`src/rtl/rv32i_yurut.sv`:
```
// RV32I execute stage: ALU, compare, shifts, branches/jumps, LUI/AUIPC and load/store.
// Accepts one decoded instruction per handshake; all pulse and data outputs are registered.
module rv32i_yurut #(
  parameter int unsigned SHIFT_SERIAL = 1
) (
  input  logic        clk,
  input  logic        rst,
  input  logic        in_valid,
  output logic        in_ready,
  input  logic [4:0]  a_op,
  input  logic [4:0]  a_rd,
  input  logic [31:0] a_in1,
  input  logic [31:0] a_in2,
  input  logic [31:0] a_in3,
  input  logic [31:0] a_pc,
  output logic        wb_valid,
  output logic [4:0]  wb_rd,
  output logic [31:0] wb_data,
  output logic        br_valid,
  output logic [31:0] br_target,
  output logic        mem_req,
  output logic        mem_we,
  output logic [31:0] mem_addr,
  output logic [31:0] mem_wdata,
  output logic [3:0]  mem_be,
  input  logic        mem_ack,
  input  logic [31:0] mem_rdata,
  output logic        err
);

  typedef enum logic [1:0] {StIdle, StShift, StMem} state_e;

  state_e      state;
  logic [31:0] sh_val;
  logic [4:0]  sh_cnt;
  logic [4:0]  rd_q;
  logic        sh_left;
  logic        sh_arith;
  logic [2:0]  ld_f;
  logic [1:0]  ld_off;

  logic [2:0]  f;
  logic [4:0]  shamt;
  logic [31:0] sum, diff, ea, alu_res, wb_val, ld_lane, ld_val, sh_next;
  logic        lt, ltu, taken, misal, serial;
  logic        is_alu, is_br, is_load, is_store, is_wbop, is_jump;

  assign in_ready = (state == StIdle);
  assign f        = a_op[2:0];
  assign shamt    = a_in2[4:0];

  always_comb begin
    sum  = a_in1 + a_in2;
    diff = a_in1 - a_in2;
    ea   = a_op[3] ? (a_in1 + a_in3) : sum;
    lt   = $signed(a_in1) < $signed(a_in2);
    ltu  = a_in1 < a_in2;

    unique case (f)
      3'b000:  alu_res = sum;
      3'b001:  alu_res = a_in1 << shamt;
      3'b010:  alu_res = {31'd0, lt};
      3'b011:  alu_res = {31'd0, ltu};
      3'b100:  alu_res = a_in1 ^ a_in2;
      3'b101:  alu_res = a_in2[5] ? $unsigned($signed(a_in1) >>> shamt) : (a_in1 >> shamt);
      3'b110:  alu_res = a_in1 | a_in2;
      default: alu_res = a_in1 & a_in2;
    endcase

    is_alu   = (a_op[4:3] == 2'b00);
    is_br    = (a_op[4:3] == 2'b01) && (f[2:1] != 2'b01);
    is_load  = (a_op[4:3] == 2'b10) && (f != 3'b011) && (f[2:1] != 2'b11);
    is_store = (a_op[4:3] == 2'b11) && !f[2] && (f != 3'b011);
    is_jump  = (a_op[4:1] == 4'b1111);
    is_wbop  = is_alu || (a_op[4:1] == 4'b0101) || (a_op[4:2] == 3'b111);
    serial   = (SHIFT_SERIAL != 0) && is_alu && (f[1:0] == 2'b01) && (shamt != 5'd0);

    case (f[1:0])
      2'b01:   misal = ea[0];
      2'b10:   misal = |ea[1:0];
      default: misal = 1'b0;
    endcase

    case (f)
      3'b000:  taken = (a_in1 == a_in2);
      3'b001:  taken = (a_in1 != a_in2);
      3'b100:  taken = lt;
      3'b101:  taken = !lt;
      3'b110:  taken = ltu;
      3'b111:  taken = !ltu;
      default: taken = 1'b0;
    endcase

    if (is_alu) begin
      wb_val = alu_res;
    end else begin
      case (a_op)
        5'b01010: wb_val = diff;
        5'b01011: wb_val = sum;
        5'b11100: wb_val = a_in1;
        5'b11101: wb_val = a_pc + a_in1;
        default:  wb_val = a_pc + 32'd4;
      endcase
    end

    sh_next = sh_left ? (sh_val << 1) : {sh_arith & sh_val[31], sh_val[31:1]};

    // Load lane: move the addressed byte/half down to bit 0, then extend.
    ld_lane = mem_rdata >> {ld_off, 3'b000};
    case (ld_f)
      3'b000:  ld_val = {{24{ld_lane[7]}}, ld_lane[7:0]};
      3'b001:  ld_val = {{16{ld_lane[15]}}, ld_lane[15:0]};
      3'b100:  ld_val = {24'd0, ld_lane[7:0]};
      3'b101:  ld_val = {16'd0, ld_lane[15:0]};
      default: ld_val = mem_rdata;
    endcase
  end

  always_ff @(posedge clk or posedge rst) begin
    if (rst) begin
      state     <= StIdle;
      wb_valid  <= 1'b0;
      wb_rd     <= 5'd0;
      wb_data   <= 32'd0;
      br_valid  <= 1'b0;
      br_target <= 32'd0;
      mem_req   <= 1'b0;
      mem_we    <= 1'b0;
      mem_addr  <= 32'd0;
      mem_wdata <= 32'd0;
      mem_be    <= 4'd0;
      err       <= 1'b0;
      sh_val    <= 32'd0;
      sh_cnt    <= 5'd0;
      rd_q      <= 5'd0;
      sh_left   <= 1'b0;
      sh_arith  <= 1'b0;
      ld_f      <= 3'd0;
      ld_off    <= 2'd0;
    end else begin
      wb_valid <= 1'b0;
      br_valid <= 1'b0;
      err      <= 1'b0;
      unique case (state)
        StIdle: begin
          if (in_valid) begin
            if (serial) begin
              state    <= StShift;
              sh_val   <= a_in1;
              sh_cnt   <= shamt;
              sh_left  <= !f[2];
              sh_arith <= a_in2[5];
              rd_q     <= a_rd;
            end else if (is_load || is_store) begin
              if (misal) begin
                err <= 1'b1;
              end else begin
                state     <= StMem;
                mem_req   <= 1'b1;
                mem_we    <= is_store;
                mem_addr  <= {ea[31:2], 2'b00};
                mem_be    <= (f[1:0] == 2'b00) ? (4'b0001 << ea[1:0]) :
                             (f[1:0] == 2'b01) ? (ea[1] ? 4'b1100 : 4'b0011) : 4'b1111;
                mem_wdata <= (f[1:0] == 2'b00) ? {4{a_in2[7:0]}} :
                             (f[1:0] == 2'b01) ? {2{a_in2[15:0]}} : a_in2;
                ld_f      <= f;
                ld_off    <= ea[1:0];
                rd_q      <= a_rd;
              end
            end else if (is_br) begin
              if (taken) begin
                br_valid  <= 1'b1;
                br_target <= a_pc + a_in3;
              end
            end else if (is_wbop) begin
              wb_valid <= (a_rd != 5'd0);
              wb_rd    <= a_rd;
              wb_data  <= wb_val;
              if (is_jump) begin
                br_valid  <= 1'b1;
                br_target <= f[0] ? (sum & ~32'd1) : (a_pc + a_in1);
              end
            end else begin
              err <= 1'b1;
            end
          end
        end
        StShift: begin
          sh_val <= sh_next;
          sh_cnt <= sh_cnt - 5'd1;
          if (sh_cnt == 5'd1) begin
            state    <= StIdle;
            wb_valid <= (rd_q != 5'd0);
            wb_rd    <= rd_q;
            wb_data  <= sh_next;
          end
        end
        StMem: begin
          if (mem_ack) begin
            state   <= StIdle;
            mem_req <= 1'b0;
            if (!mem_we) begin
              wb_valid <= (rd_q != 5'd0);
              wb_rd    <= rd_q;
              wb_data  <= ld_val;
            end
          end
        end
        default: state <= StIdle;
      endcase
    end
  end

endmodule

```
`config.mk`:
```
export PLATFORM = sky130hd
export DESIGN_NAME = rv32i_yurut
export DESIGN_NICKNAME = d
export VERILOG_FILES = /design/src/rtl/rv32i_yurut.sv
export SDC_FILE = /design/constraint.sdc
export NUM_CORES = 2
export LEC_CHECK = 0
export ABC_CLOCK_PERIOD_IN_PS = 7300
export BUFFER_PORTS_ARGS = -buffer_cell sky130_fd_sc_hd__clkbuf_2
export CORE_AREA = 3 3 247 224
export CTS_BUF_LIST = sky130_fd_sc_hd__clkbuf_8
export DETAILED_ROUTE_END_ITERATION = 16
export DIE_AREA = 0 0 250 227
export PLACE_DENSITY = 0.72
export SLEW_MARGIN = 20
export SYNTH_ARGS = -nofsm -noshare
export SYNTH_HDL_FRONTEND = slang
export SYNTH_SLANG_ARGS = --single-unit
```
`constraint.sdc`:
```
create_clock -name clk -period 7.3 [get_ports clk]
set_input_delay 1.46 -clock clk [delete_from_list [all_inputs] [get_ports clk]]
set_output_delay 1.46 -clock clk [all_outputs]
set_load 0.02 [all_outputs]
```
==> out/results.ini <==
[finish]
fillCellCount = 5305
drive_gt1_share_pct = 15.9
layout.cells.non_filler = 4396
fin_area_sq_mm = 0.0289
final_nets = 4065
multiInputGateArea_sq_mm = 0.0201
regArea_sq_mm = 0.00478
syn_to_final_growth_pct = 9.69
final_util_pct = 54.6

[critical_path]
cp.required_ps = 7800
crit_slowest_cell = mux2i_1
cp-start-kind = primary input
cp_cell_sequence = buf_4 > buf_4 > ha_1 > fa_1 > mux2i_1 > nand2_1 > nand2_1 > o21ai_0 > a21oi_1 > nand2_4 > buf_4 > a21oi_1 > a21oi_1
cp_max_fo = 44
cp.buffers_inverters = 3
path_class = in2reg
cp-end-kind = flop
path_delay_family = compound AO/OA/AOI/OAI gates
slowest_delay_ps = 920
cp.arrival_ps = 6080

[global_route]
grt_overflow = 0
grt_pass1_vias = 28100
grt_usage_pct = 45.0
grt_pass1_wl_mm = 190
grt_max_degree = 100
antenna_found_initial = 5

[route]
drt_iter0_drc = 4579
vias = 30500
drt_pre_antenna_iters = 7
drt_wl_total_mm = 133
vias_per_cell = 6.94
drc = 0
wire_per_inst_um = 30.2
postRouteAntennaNets = 0

[synth]
synth-compound-area-share_pct = 31.6
synthCells = 3522
synth_cell_types = 99
synth-xor-area-share_pct = 4.69
synth_area_leaders = dfrtp_1 (18%), ha_1 (9.5%), o21ai_0 (5.9%)
ys_seq_area_share_pct = 18.1
post-synth-top-area-cell = dfrtp_1
synth_ff_type = dfrtp_1
ys_seq_elements = 191
avgSynthCellArea_sq_um = 7.48
netlist.area_leader.share_pct = 18.1
synth_top_family_by_area = compound AO/OA/AOI/OAI gates
ys_warn_count = 0
synthMuxAreaShare_pct = 10.8
ys_async_sr_fraction_pct = 100
netlist_area_sq_mm = 0.0264
synth_edf_count = 0
yosys.area_share.adder_pct = 9.92
synth-simple-area-share_pct = 18.9

[clocking]
cts_resized = 0
clockRootBuffer = clkbuf_8
cts_tree = yes
htree_levels = 4
cts.path.max_buffers = 2
postCtsSetupBuffers = 0
clock_latency_ps = 630
numClockSinks = 191
cts-buffers-inserted = 17
clk_pin_slew_ps = 120
holdBufCountCts = 0

[placed_design]
placedInstanceArea_sq_mm = 0.0285
dp.cells = 4363
gp_congestion = 1.07
dp_worst_setup_slack_ps = 1220
dp_hpwl_mm = 103
portBuffers = 314

[sta]
slew_viol_final = 0
worst_pin_slew_ps = 1190
grt_setup_unrepaired = no
final.period_utilization_pct = 76.5
finalHoldViolCount = 0
finalWorstSetupSlack_ps = 1720
max_freq_mhz = 179
fin_skew_ps = 33.3
slew_headroom_pct = 18.2
tns_ps = 0
report.final.setup_viol = 0
fin_crit_ps = 5580

[worst_hold_path]
hold_class = reg2reg

[pwr]
net-switching-power_uw = 4080
power-per-cell-area_mw_per_mm2 = 257
leakage_uw = 0.0127
ir_worst_vdd_mv = 0.238
seq_power_share_pct = 26.9
power.internal_uw = 3350
switching_share_pct = 54.9
clkPwrFrac_pct = 10.9
pwr-share-comb_pct = 62.2

[status]
outcome = complete, no violations

[floorplan]
core_area_sq_mm = 0.0530
die_width_um = 250
die_y_um = 227
rows = 80
pin_count = 317
die_area_sq_mm = 0.0568
start_util_pct = 49.8

[flow_run]
drv_cap = 0

-- cells in the final DEF, fill, tap and decap left out, drive strengths merged, types with 48 or more instances in the layout --
cell,n
a211oi,71
a21o,62
a21oi,299
a31oi,57
buf,91
clkbuf,329
dfrtp,191
ha,201
inv,142
mux2,48
mux2i,119
mux4,49
nand2,409
nand3,53
nor2,324
nor3,72
o211ai,61
o21ai,322
xnor2,101
-- worst paths after layout --
path / end / startpoint / slack [ps] / depth (start not counted)
worst max-delay path: mem_addr[14] / a_in2[0] / 1720 / 13
worst min-delay path: mem_addr[7] / mem_addr[7] / 490 / 2
worst max register to register: wb_data[21] / ld_off[0] / 3090 / 9
worst min register to register: mem_addr[7] / mem_addr[7] / 490 / 2
max in group asynchronous: mem_addr[9] / rst / 4950 / 3
min in group asynchronous: sh_cnt[3] / rst / 940 / 2
-- power by group through the flow --
| stage | Clock (uW) | Sequential, uW | Combinational (uW) |
|---|---|---|---|
| 6_report | 808 | 2000 | 4620 |
| 4_1_cts | 818 | 1980 | 4460 |
| 5_1_grt | 855 | 2050 | 4900 |
| 3_5_place_dp | 0 | 2000 | 4450 |
| 2_1_floorplan | 0 | 2300 | 2420 |
| 3_3_place_gp | 0 | 1990 | 4420 |
-- sequential cells by signal (all words and copies together), names as in the netlist, 3 cells and up --
register / flops
wb_rd: 5
sh_val: 32
wb_data: 32
br_target: 32
ld_f: 3
mem_be: 4
sh_cnt: 5
mem_addr: 30
mem_wdata: 32
rd_q: 5
-- per-layer routing --
| metal | wire length [um] | GRT usage, % |
|---|---|---|
| met5 | 37 | 0 |
| met4 | 8370 | 24.0 |
| met3 | 18300 | 14.8 |
| met1 | 51400 | 59.9 |
| met2 | 54700 | 65.2 |
-- metrics by stage --
step                      power, uW  hold slack, ps
after floorplan                4720             450
after global placement         6420             455
after detailed placement       6450             458
after CTS                      7260             487
after global routing           7800             505
final                          7420             487
-- worst register-to-register path, stage by stage (launching register included) --
cell      delay (ps)
dfrtp_1         1020
mux4_2           390
nor4b_2          670
a311oi_1         130
nor2_2           580
o21ai_0          270
nand3_1          290
o311ai_0         300
a31oi_1          330
a221o_1          180
-- synthesized netlist by cell type (all sizes together) (30+ instances only) --
cell	n
o31ai	30
nand2	409
o211ai	61
o21ai	322
a211oi	71
nand3	53
clkbuf	201
ha	201
nor2	324
buf	59
dfrtp	191
mux4	49
a221oi	35
o21bai	32
o21a	30
inv	134
and3	35
xnor2	101
mux2i	119
nor3	72
a21o	62
a21oi	299
o221ai	33
xor2	40
mux2	48
a31oi	57
-- kinds of logic (layout without fill, tap and decap cells) --
group,Yosys count,after routing
xor+xnor,141,141
buf+inv,400,575
other cells,1,3
compound gates,1271,1271
simple gates,1096,1096
fa+ha+maj,206,206
flops,191,191
mux,216,216
-- cell type report --
class,instances,area share [%]
multi-input cells,2932,69.4
flip-flops and latches,191,16.5
repair buffers,403,7.76
well taps,697,3.02
inverters,140,1.85
clock buffers,17,0.809
clock inverters,15,0.645
diodes,1,0.00866
(Power assumes the default switching activity.)
